--- src/rtl/vga_fb_pkg.sv ---
// Shared constants, FSM state type and pixel bit-index helper for the 1bpp frame buffer.
package vga_fb_pkg;

    localparam int X_W       = 7;
    localparam int Y_W       = 7;
    localparam int ROW_SHIFT = 4;
    localparam int ADDR_W    = Y_W + ROW_SHIFT;
    localparam int CNT_W     = ADDR_W + 1;

    typedef enum logic [2:0] {
        IDLE,
        RD,
        MOD,
        WR,
        CLR
    } state_t;

    // MSB of each byte is the leftmost pixel of its 8-pixel group.
    function automatic logic [2:0] bit_index(input logic [2:0] x_lo);
        return 3'd7 - x_lo;
    endfunction

endpackage

--- src/rtl/fb_addr_calc.sv ---
// Maps a pixel coordinate to its frame RAM byte address and one-hot bit mask.
module fb_addr_calc
    import vga_fb_pkg::*;
(
    input  logic [X_W-1:0]    x,
    input  logic [Y_W-1:0]    y,
    output logic [ADDR_W-1:0] addr,
    output logic [7:0]        mask
);

    assign addr = {y, x[X_W-1:3]};
    assign mask = 8'(1) << bit_index(x[2:0]);

endmodule

--- src/rtl/fb_pixel_writer.sv ---
// Frame-buffer write side: single-pixel read-modify-write plots and a full-screen clear sweep.
// Build option FB_PLOT_XOR_EN: plot_val=1 toggles the pixel instead of overwriting it.
module fb_pixel_writer
    import vga_fb_pkg::*;
(
    input  logic              clk,
    input  logic              rst,
    input  logic              plot_valid,
    output logic              plot_ready,
    input  logic [X_W-1:0]    plot_x,
    input  logic [Y_W-1:0]    plot_y,
    input  logic              plot_val,
    input  logic              clr_req,
    output logic              busy,
    output logic              clr_done,
    output logic [ADDR_W-1:0] ram_addr,
    output logic              ram_rd_en,
    input  logic [7:0]        ram_rdata,
    output logic              ram_we,
    output logic [7:0]        ram_wdata
);

    state_t              state, state_nx;
    logic [X_W-1:0]      x_q;
    logic [Y_W-1:0]      y_q;
    logic                val_q;
    logic [CNT_W-1:0]    cnt, cnt_nx;
    logic                accept;
    logic [ADDR_W-1:0]   pix_addr;
    logic [7:0]          pix_mask;
    logic [7:0]          new_byte;
    logic [ADDR_W-1:0]   addr_nx;
    logic                rd_en_nx, we_nx, done_nx;
    logic [7:0]          wdata_nx;

    fb_addr_calc u_addr_calc (
        .x    (x_q),
        .y    (y_q),
        .addr (pix_addr),
        .mask (pix_mask)
    );

`ifdef FB_PLOT_XOR_EN
    assign new_byte = val_q ? (ram_rdata ^ pix_mask) : ram_rdata;
`else
    assign new_byte = val_q ? (ram_rdata | pix_mask) : (ram_rdata & ~pix_mask);
`endif

    // Handshake: a plot transfers on a rising edge where plot_valid && plot_ready;
    // plot_ready is high only in IDLE (and never while rst is asserted), and a
    // simultaneous clr_req wins, leaving the plot pending.
    assign plot_ready = (state == IDLE) && !rst;
    assign busy       = (state != IDLE);
    assign accept     = (state == IDLE) && plot_valid && !clr_req;

    // RAM strobes are registered, so each state's action appears one cycle later;
    // read data requested from RD therefore arrives while in WR and is merged there.
    always_comb begin
        state_nx = state;
        cnt_nx   = cnt;
        addr_nx  = ram_addr;
        rd_en_nx = 1'b0;
        we_nx    = 1'b0;
        wdata_nx = ram_wdata;
        done_nx  = 1'b0;
        case (state)
            IDLE: begin
                if (clr_req) begin
                    state_nx = CLR;
                    cnt_nx   = '0;
                end else if (plot_valid) begin
                    state_nx = RD;
                end
            end
            RD: begin
                addr_nx  = pix_addr;
                rd_en_nx = 1'b1;
                state_nx = MOD;
            end
            MOD: begin
                state_nx = WR;
            end
            WR: begin
                we_nx    = 1'b1;
                wdata_nx = new_byte;
                state_nx = IDLE;
            end
            CLR: begin
                // Extra counter bit marks the end of the sweep without wrapping to 0.
                if (cnt[ADDR_W]) begin
                    done_nx  = 1'b1;
                    state_nx = IDLE;
                end else begin
                    we_nx    = 1'b1;
                    wdata_nx = 8'h00;
                    addr_nx  = cnt[ADDR_W-1:0];
                    cnt_nx   = cnt + CNT_W'(1);
                end
            end
            default: state_nx = IDLE;
        endcase
    end

    always_ff @(posedge clk) begin
        if (rst) begin
            state     <= IDLE;
            cnt       <= '0;
            x_q       <= '0;
            y_q       <= '0;
            val_q     <= 1'b0;
            ram_addr  <= '0;
            ram_rd_en <= 1'b0;
            ram_we    <= 1'b0;
            ram_wdata <= 8'h00;
            clr_done  <= 1'b0;
        end else begin
            state     <= state_nx;
            cnt       <= cnt_nx;
            ram_addr  <= addr_nx;
            ram_rd_en <= rd_en_nx;
            ram_we    <= we_nx;
            ram_wdata <= wdata_nx;
            clr_done  <= done_nx;
            if (accept) begin
                x_q   <= plot_x;
                y_q   <= plot_y;
                val_q <= plot_val;
            end
        end
    end

endmodule

--- config.mk ---
export PLATFORM = sky130hd
export DESIGN_NAME = fb_pixel_writer
export DESIGN_NICKNAME = d
export VERILOG_FILES = /design/src/rtl/vga_fb_pkg.sv /design/src/rtl/fb_addr_calc.sv /design/src/rtl/fb_pixel_writer.sv
export SDC_FILE = /design/constraint.sdc
export NUM_CORES = 1
export LEC_CHECK = 0
export CORE_ASPECT_RATIO = 0.6
export CORE_MARGIN = 8
export CORE_UTILIZATION = 30
export DETAILED_ROUTE_END_ITERATION = 12
export HOLD_SLACK_MARGIN = 0.03
export PLACE_DENSITY = 0.53
export SETUP_SLACK_MARGIN = 0.05
export SLEW_MARGIN = 20
export SYNTH_ARGS = -nofsm -noshare
export SYNTH_HDL_FRONTEND = slang
export SYNTH_SLANG_ARGS = --single-unit
--- constraint.sdc ---
create_clock -name clk -period 2.2 [get_ports clk]
set_clock_uncertainty 0.15 [all_clocks]
set_input_delay 0.44 -clock clk [delete_from_list [all_inputs] [get_ports clk]]
set_output_delay 0.44 -clock clk [all_outputs]
set_load 0.005 [all_outputs]
==> results.sh, run 1 <==
export IMPL_place_hpwl_mm=4.434
export IMPL_r2r_start="state[0]"
export IMPL_start_kind="flip-flop"
export IMPL_rows=24
export IMPL_rr_worst_depth=5
export IMPL_fin_tns_setup_ns=0
export IMPL_clock_fmax_mhz=490.6
export IMPL_synth_async_sr_flop_share_pct=0
export IMPL_status="finished clean"
export IMPL_start_util_pct=30.89
export IMPL_synth_edf_count=0
export IMPL_dp_cells=406
export IMPL_clk_pin_slew_worst_paths_ns=0.07
export IMPL_clock_path_buffers=2
export IMPL_ant_nets=0
export IMPL_max_cap_violations=0
export IMPL_cts_htree_levels=2
export IMPL_worstPathRequired_ns=1.61
export IMPL_finalCriticalPeriod_ns=2.038
export IMPL_clock_sinks=52
export IMPL_final_max_slew_violation_count=0
export IMPL_ioPinCount=51
export IMPL_yosysTopAreaCell="dfxtp_1"
export IMPL_grt_antenna_before_repair=0
export IMPL_cts_root_buf="clkbuf_16"
export IMPL_peakVddDrop_mv=0.2474
export IMPL_grt_pass1_wl_mm=10.17
export IMPL_grt_total_usage_pct=12.01
export IMPL_drt_iter0_drc=95
export IMPL_avgRoutedWirePerCell_um=14.89
export IMPL_gp_congestion=0.7876
export IMPL_clock_latency_ns=0.29
export IMPL_grt_start_max_net_pins=29
export IMPL_vias=2014
export IMPL_p_leak_uw=0.001066
export IMPL_dp_slack_ns=-0.03057
export IMPL_synthTopCellsByArea="dfxtp_1, mux2i_1, nand3_1"
export IMPL_wirelength_mm=6.166
export IMPL_fin_nets=337
export IMPL_utilization_pct=42.13
export IMPL_endpoint_kind="output pin"
export IMPL_hold_path_class="flip-flop to flip-flop"
export IMPL_fin_crit_sh_pct=92.66
export IMPL_crit_end="busy"
export IMPL_coreArea_um2=7267
export IMPL_regToRegSetupSlack_ns=0.30
export IMPL_reg2reg_to="ram_addr[3]"
export IMPL_netlist_area_um2=2245
export IMPL_syn_num_nets=291
export IMPL_grt_pass1_vias=1906
export IMPL_slew_headroom_pct=34.91
export IMPL_avgSynthCellArea_um2=8.535
export IMPL_ys_flop_type="dfxtp_1"
export IMPL_die_y_um=83
export IMPL_stdcell_count=414
export IMPL_ys_warn_count=0
export IMPL_netlist_instances=263
export IMPL_hold_viol_final=0
export IMPL_die_area_um2=10600
export IMPL_diodes=0
export IMPL_seq_area_frac_synth_pct=46.38
export IMPL_ys_ff_latch=52
export IMPL_cp_startpoint="state[2]"
export IMPL_cts_tree="done"
export IMPL_placement_io_buffers=50
export IMPL_yosysTopAreaCellShare_pct=46.38
export IMPL_viasPerCell=4.865
export IMPL_die_x_um=127.7
export IMPL_grt_overflow_total=0
export IMPL_power_density_nw_per_um2=786.0
export IMPL_finalSetupViolations=0
export IMPL_area_delta_synth_final_pct=36.40
export IMPL_rsz0062_at_grt="false"
export IMPL_cts_buffers=5
export IMPL_arrival_ns=1.45
export IMPL_tightest_slew_ns=0.9704
export IMPL_path_max_fanout=12
export IMPL_crit_type="flip-flop to output pin"
export IMPL_first_pass_iters=4
export IMPL_drive_above_1_share_pct=8.710
export IMPL_fin_ws_ns=0.1615
export IMPL_drc=0
export IMPL_synth_distinct_cells=36
export IMPL_ctsHoldBuffers=0
## through the flow
step / hold slack, ns / cell area, um2 / total power, uW
final: 0.3028 / 3062 / 2407
after global placement: 0.2912 / 2882 / 1508
after global routing: 0.3259 / 3062 / 2535
after detailed placement: 0.2958 / 2882 / 1513
after floorplan: 0.2857 / 2245 / 1294
after CTS: 0.3053 / 3059 / 2437
## repair_timing
item                       CTS  global route
buffers inserted             0             0
gates resized for setup      2             2
setup endpoints to repair    2             1
## layout by cell type, fill, tap and decap left out, types with 2 or more instances in the layout
cell and n:
a211oi_1 15, a21oi_1 23, and2_1 2, and4_1 3, buf_4 10, clkbuf_16 5, clkdlybuf4s50_1 49, dfxtp_1 49
dfxtp_2 3, mux2i_1 19, nand2_1 29, nand3_1 24, nand3b_1 3, nand4_1 4, nor2_1 26, nor2b_1 4
nor3_1 4, nor3b_1 2, nor4_1 2, o21ai_0 10, o31ai_1 3
## cell families (layout without fill, tap and decap cells)
logic type / after synthesis / after routing / synth area share (%)
AO/OA/AOI/OAI: 56 / 56 / 14.99
adder cells (fa/ha/maj): 1 / 1 / 0.5573
AND/OR/NAND/NOR: 111 / 111 / 24.58
XOR/XNOR: 1 / 1 / 0.3903
flip-flops: 52 / 52 / 46.38
buffers and inverters: 23 / 70 / 4.626
multiplexers: 19 / 19 / 8.473
## power by group
| part | switching (uW) | internal [uW] |
|---|---|---|
| registers | 51.8 | 1000 |
| clock network | 351 | 570 |
| logic | 208 | 226 |
| total | 611 | 1800 |
## how the worst min path moves through the flow
stage | startpoint | to | slack [ns] | depth (start not counted)
floorplan | x_q[3] | x_q[3] | 0.29 | 2
global placement | y_q[5] | y_q[5] | 0.29 | 2
detailed placement | x_q[6] | x_q[6] | 0.30 | 2
CTS | x_q[6] | x_q[6] | 0.31 | 2
global route | y_q[0] | y_q[0] | 0.33 | 2
finish | x_q[6] | x_q[6] | 0.30 | 2
## flip-flops by register name, summed over array words and instances, names as in the netlist
signal / flops
ram_wdata: 8
y_q: 7
clr_done: 1
cnt: 12
x_q: 7
state: 3
ram_we: 1
ram_rd_en: 1
ram_addr: 11
val_q: 1
## Yosys cell counts (all sizes together), types with 2 or more instances
cell    count
nor4        2
dfxtp      52
nand3      24
buf        11
nor2b       4
mux2i      19
nor3b       3
nor2       26
and4        3
a211oi     15
o31ai       3
nor3        5
o21ai      12
nand4       4
a21oi      23
clkbuf     11
nand3b      3
nand2      29
nor4b       2
and2        2
## worst max-delay path, cell delays in order (launching register included)
cell	delay, ns
dfxtp_2	0.38
nor3_2	0.25
inv_1	0.08
clkdlybuf4s50_1	0.45
## per-layer routing
layer | global-route usage, % | wire [um] | vias up
li1 | - | - | 1025
met1 | 17.43 | 3348 | 935
met2 | 15.57 | 2311 | 46
met3 | 4.528 | 431 | 8
met4 | 3.863 | 75 | 0
met5 | 0 | 0 | -
## cell type report
class,instances,area (um2)
inverters,1,3.754
flip-flops and latches,52,1045
repair buffers,61,594.3
fillers,732,4205
well taps,104,130.1
clock buffers,6,138.9
clock inverters,2,38.79
multi-input cells,188,1111
No activity file was read; power rests on OpenSTA's default activity.
==> inputs of run 2 (changes only) <==
- SYNTH_HIERARCHICAL: not set -> 1
==> results.sh, run 2 <==
export IMPL_yosysTopAreaCellShare_pct=43.33
export IMPL_avgSynthCellArea_um2=9.458
export IMPL_grt_pass1_wl_mm=9.749
export IMPL_grt_overflow_total=0
export IMPL_die_y_um=85.32
export IMPL_start_kind="flip-flop"
export IMPL_synth_async_sr_flop_share_pct=0
export IMPL_coreArea_um2=7820
export IMPL_grt_use_met3_pct=4.068
export IMPL_die_area_um2=11220
export IMPL_rsz0062_at_grt="false"
export IMPL_hold_path_class="flip-flop to flip-flop"
export IMPL_place_hpwl_mm=4.221
export IMPL_fin_tns_setup_ns=0
export IMPL_rows=25
export IMPL_grt_antenna_before_repair=0
export IMPL_wirelength_mm=6.014
export IMPL_path_max_fanout=12
export IMPL_area_delta_synth_final_pct=28.07
export IMPL_clock_sinks=52
export IMPL_cts_htree_levels=2
export IMPL_grt_total_usage_pct=10.75
export IMPL_regMostFlops="cnt"
export IMPL_fin_nets=316
export IMPL_drt_iter0_drc=110
export IMPL_synth_commonest_cells="dfxtp_1, nor2_1, mux2i_1"
export IMPL_cts_tree="done"
export IMPL_netlist_area_um2=2402
export IMPL_synth_compound_area_share_pct=12.92
export IMPL_grt_start_max_net_pins=53
export IMPL_placement_io_buffers=50
export IMPL_use_met1_pct=16.09
export IMPL_power_density_nw_per_um2=743.3
export IMPL_diodes=0
export IMPL_cts_root_buf="clkbuf_16"
export IMPL_n_fill_cell=789
export IMPL_utilization_pct=39.34
export IMPL_dp_slack_ns=0.2258
export IMPL_synthMuxAreaShare_pct=15.00
export IMPL_vias=1881
export IMPL_viasPerCell=4.738
export IMPL_drive_above_1_share_pct=13.84
export IMPL_fin_ws_ns=0.1802
export IMPL_status="finished clean"
export IMPL_final_common_cell="dfxtp_1"
export IMPL_clk_pin_slew_worst_paths_ns=0.07
export IMPL_timing_critical_path_buf_inv=2
export IMPL_first_pass_iters=4
export IMPL_endpoint_kind="output pin"
export IMPL_timing_hold_ws_ns=0.3477
export IMPL_ctsHoldBuffers=0
export IMPL_syn_num_nets=282
export IMPL_synthTopCellsByArea="dfxtp_1, mux2i_1, nor2_1"
export IMPL_peakVddDrop_mv=0.2918
export IMPL_ant_nets=0
export IMPL_fin_crit_sh_pct=91.81
export IMPL_path_cells="nor3_2 -> inv_1 -> clkdlybuf4s50_1"
export IMPL_crit_type="flip-flop to output pin"
export IMPL_grt_pass1_vias=1801
export IMPL_slowest_delay_ns=0.50
export IMPL_tightest_slew_ns=0.6444
export IMPL_ys_flop_type="dfxtp_1"
export IMPL_regArea_um2=1045
export IMPL_seq_area_frac_synth_pct=43.33
export IMPL_arrival_ns=1.43
export IMPL_synth_edf_count=0
export IMPL_slew_headroom_pct=56.88
export IMPL_largest_reg_flops=12
export IMPL_hold_viol_final=0
export IMPL_max_cap_violations=0
export IMPL_start_util_pct=30.72
export IMPL_cts_buffers=5
export IMPL_clock_latency_ns=0.29
export IMPL_synth_simple_area_share_pct=20.21
export IMPL_synth_top_family_by_area="simple AND/OR/NAND/NOR gates"
export IMPL_multi_input_area_um2=1189
export IMPL_p_leak_uw=0.001178
export IMPL_ioPinCount=51
export IMPL_met2_usage_pct=13.72
export IMPL_worstPathRequired_ns=1.61
export IMPL_clock_fmax_mhz=495.1
export IMPL_ys_warn_count=6
export IMPL_top_regs="cnt x12, ram_addr x11, ram_wdata x8"
export IMPL_finalCriticalPeriod_ns=2.020
export IMPL_final_max_slew_violation_count=0
export IMPL_drc=0
export IMPL_yosysMostFrequentCell="dfxtp_1"
export IMPL_busiest_layer="met1"
export IMPL_final_cell_mix="dfxtp_1, nor2_1, clkdlybuf4s50_1"
export IMPL_synth_fa_ha_area_share_pct=0.5208
export IMPL_netlist_instances=254
export IMPL_cp_slowest_cell="dfxtp_2"
export IMPL_gp_congestion=0.7746
export IMPL_yosysTopAreaCell="dfxtp_1"
export IMPL_cts_setup_buffers=0
export IMPL_ys_ff_latch=52
export IMPL_crit_family="buffers and inverters"
export IMPL_total_power_uw=2287
export IMPL_synth_distinct_cells=40
export IMPL_finalSetupViolations=0
export IMPL_synth_xor_area_share_pct=0.3646
export IMPL_clock_path_buffers=2
export IMPL_die_x_um=131.5
export IMPL_avgRoutedWirePerCell_um=15.15
[run 2: final cells by class]
type / instances / area share (%)
Tap cell: 108 / 4.392
Clock inverter: 2 / 0.3253
Sequential cell: 52 / 33.96
Inverter: 1 / 0.1220
Timing Repair Buffer: 56 / 18.06
Multi-Input combinational cell: 172 / 38.63
Clock buffer: 6 / 4.514
[run 2: report_power, final]
part,internal (uW),leakage [uW],switching [uW],total [uW]
Sequential,1000,0.000424,57.1,1060
Combinational,238,0.000677,202,440
Clock,449,0.0000766,339,788
[run 2: tightest hold or removal path: stages, from the launching register on]
cell,delay (ns)
dfxtp_1,0.33
mux2i_1,0.07
nor2_1,0.07
[run 2: through the flow]
step | cell area [um2] | cells
final | 3077 | 397
after global routing | 3077 | 397
after CTS | 3062 | 397
after detailed placement | 2910 | 389
after global placement | 2910 | 389
after floorplan | 2402 | 254
[run 2: worst paths after layout]
check / cells past startpoint / slack [ns] / startpoint / to
worst min-delay path: 2 / 0.35 / x_q[6] / x_q[6]
worst max-delay path: 3 / 0.18 / state[1] / busy
worst min register to register: 2 / 0.35 / x_q[6] / x_q[6]
worst max register to register: 5 / 0.34 / state[2] / ram_addr[5]
[run 2: routing by layer]
layer | wire, um | vias up
met5 | 0 | -
met4 | 27 | 0
met3 | 406 | 4
met2 | 2223 | 50
met1 | 3356 | 863
li1 | - | 964
[run 2: repair_timing]
action	in CTS	in global routing
setup endpoints to repair	2	2
resized for setup	2	4
pin swaps	0	0
[run 2: cells by family (layout without fill, tap and decap cells)]
group | after synthesis | after routing
buffers and inverters | 30 | 65
multiplexers | 35 | 35
XOR/XNOR | 1 | 1
AND/OR/NAND/NOR | 93 | 93
AO/OA/AOI/OAI | 42 | 42
adder cells (fa/ha/maj) | 1 | 1
flip-flops | 52 | 52
==> inputs of run 3 (changes only) <==
--- a/config.mk
+++ b/config.mk
@@ -12,2 +12,3 @@
 export HOLD_SLACK_MARGIN = 0.03
+export MAX_ROUTING_LAYER = met4
 export PLACE_DENSITY = 0.53
--- a/constraint.sdc
+++ b/constraint.sdc
@@ -4,2 +4,2 @@
 set_output_delay 0.44 -clock clk [all_outputs]
-set_load 0.005 [all_outputs]
+set_load 0.01 [all_outputs]
==> results.sh, run 3 (synthesis gave the netlist of run 2 again) <==
export IMPL_grt_total_usage_pct=10.74
export IMPL_regMostFlops="cnt"
export IMPL_wirelength_mm=5.863
export IMPL_avgRoutedWirePerCell_um=14.81
export IMPL_coreArea_um2=7820
export IMPL_die_area_um2=11220
export IMPL_fin_nets=315
export IMPL_path_max_fanout=12
export IMPL_fin_tns_setup_ns=0
export IMPL_final_cell_mix="dfxtp_1, nor2_1, clkdlybuf4s50_1"
export IMPL_clk_pin_slew_worst_paths_ns=0.06
export IMPL_diodes=0
export IMPL_area_delta_synth_final_pct=27.40
export IMPL_rows=25
export IMPL_placement_io_buffers=50
export IMPL_ioPinCount=51
export IMPL_grt_pass1_wl_mm=9.473
export IMPL_rsz0062_at_grt="false"
export IMPL_final_common_cell="dfxtp_1"
export IMPL_path_cells="nor3_2 -> inv_1 -> clkdlybuf4s50_1"
export IMPL_start_util_pct=30.72
export IMPL_hold_viol_final=0
export IMPL_regArea_um2=1045
export IMPL_place_area_um2=2903
export IMPL_status="finished clean"
export IMPL_grt_antenna_before_repair=0
export IMPL_busiest_layer="met1"
export IMPL_endpoint_kind="output pin"
export IMPL_arrival_ns=1.45
export IMPL_peakVddDrop_mv=0.3224
export IMPL_worstPathRequired_ns=1.61
export IMPL_clock_sinks=52
export IMPL_cts_root_buf="clkbuf_16"
export IMPL_start_kind="flip-flop"
export IMPL_first_pass_iters=4
export IMPL_fin_area_um2=3060
export IMPL_die_y_um=85.32
export IMPL_drive_above_1_share_pct=12.85
export IMPL_clock_path_buffers=2
export IMPL_timing_hold_ws_ns=0.3470
export IMPL_gp_congestion=0.7605
export IMPL_cts_buffers=5
export IMPL_vias=1849
export IMPL_max_cap_violations=0
export IMPL_grt_overflow_total=0
export IMPL_tightest_slew_ns=0.5986
export IMPL_hold_path_class="flip-flop to flip-flop"
export IMPL_drc=0
export IMPL_slowest_delay_ns=0.47
export IMPL_cts_htree_levels=2
export IMPL_power_density_nw_per_um2=746.3
export IMPL_die_x_um=131.5
export IMPL_finalSetupViolations=0
export IMPL_clock_latency_ns=0.28
export IMPL_crit_type="flip-flop to output pin"
export IMPL_final_max_slew_violation_count=0
export IMPL_grt_use_met3_pct=3.184
export IMPL_grt_start_max_net_pins=53
export IMPL_cts_tree="done"
export IMPL_grt_pass1_vias=1759
export IMPL_top_regs="cnt x12, ram_addr x11, ram_wdata x8"
export IMPL_met2_usage_pct=13.44
export IMPL_multi_input_area_um2=1182
export IMPL_fin_crit_sh_pct=92.84
export IMPL_largest_reg_flops=12
export IMPL_n_fill_cell=799
export IMPL_place_hpwl_mm=4.239
export IMPL_finalCriticalPeriod_ns=2.042
export IMPL_p_leak_uw=0.001155
export IMPL_cp_slowest_cell="clkdlybuf4s50_1"
export IMPL_slew_headroom_pct=59.95
export IMPL_ant_nets=0
export IMPL_drt_iter0_drc=104
export IMPL_viasPerCell=4.669
export IMPL_use_met1_pct=16.25
export IMPL_clock_fmax_mhz=489.6
export IMPL_ctsHoldBuffers=0
run 3: cell count changes in the layout (fill, tap and decap cells not counted):
cell | previous run | this run
clkinvlp_4 | 0 | 1
clkinv_2 | 2 | 0
nor4_1 | 1 | 2
dlygate4sd2_1 | 0 | 1
buf_4 | 5 | 4
clkbuf_1 | 0 | 1
nor4_2 | 1 | 0
dlymetal6s2s_1 | 1 | 0
run 3: final timing paths:
path,startpoint,to,cells after the start,slack (ns)
worst max-delay path,state[2],busy,3,0.16
worst min-delay path,ram_addr[9],ram_addr[9],2,0.35
worst max register to register,state[2],ram_addr[6],5,0.38
worst min register to register,ram_addr[9],ram_addr[9],2,0.35
run 3: power breakdown:
part           total [uW]  switching, uW  leakage, uW  internal [uW]
registers            1060           56.0     0.000424           1000
logic                 453            217     0.000661            236
clock network         772            319    0.0000701            453
total                2280            592      0.00116           1690
run 3: routing by layer:
metal | wire, um | vias up
met2 | 2162 | 49
li1 | - | 958
met3 | 337 | 2
met1 | 3347 | 840
met4 | 17 | 0
met5 | 0 | -
run 3: timing repair:
item / in CTS / in global routing
hold endpoints to repair: 0 / 0
gates resized for setup: 2 / 3
setup buffers: 0 / 0
setup endpoints to repair: 2 / 2
run 3: layout make-up:
type / count / area share (%)
Clock buffer: 7 / 4.661
Inverter: 1 / 0.1226
Sequential cell: 52 / 34.14
Multi-Input combinational cell: 172 / 38.63
Tap cell: 108 / 4.415
Timing Repair Buffer: 55 / 17.78
Clock inverter: 1 / 0.2453
run 3: critical path, delay by kind of cell, from the launching register on:
family	cells	cell delay [ns]
buf+inv	2	0.53
flops	1	0.38
simple gates	1	0.25
run 3: through the flow:
stage	total power (uW)	setup WS, ns	instances	util, %
finish	2284	0.1576	396	39.14
global route	2404	0.09604	396	39.14
floorplan	1363	0.4318	254	-
detailed placement	1536	0.2510	388	37.12
CTS	2311	0.02482	396	39.04
global placement	1533	0.2661	388	37.12
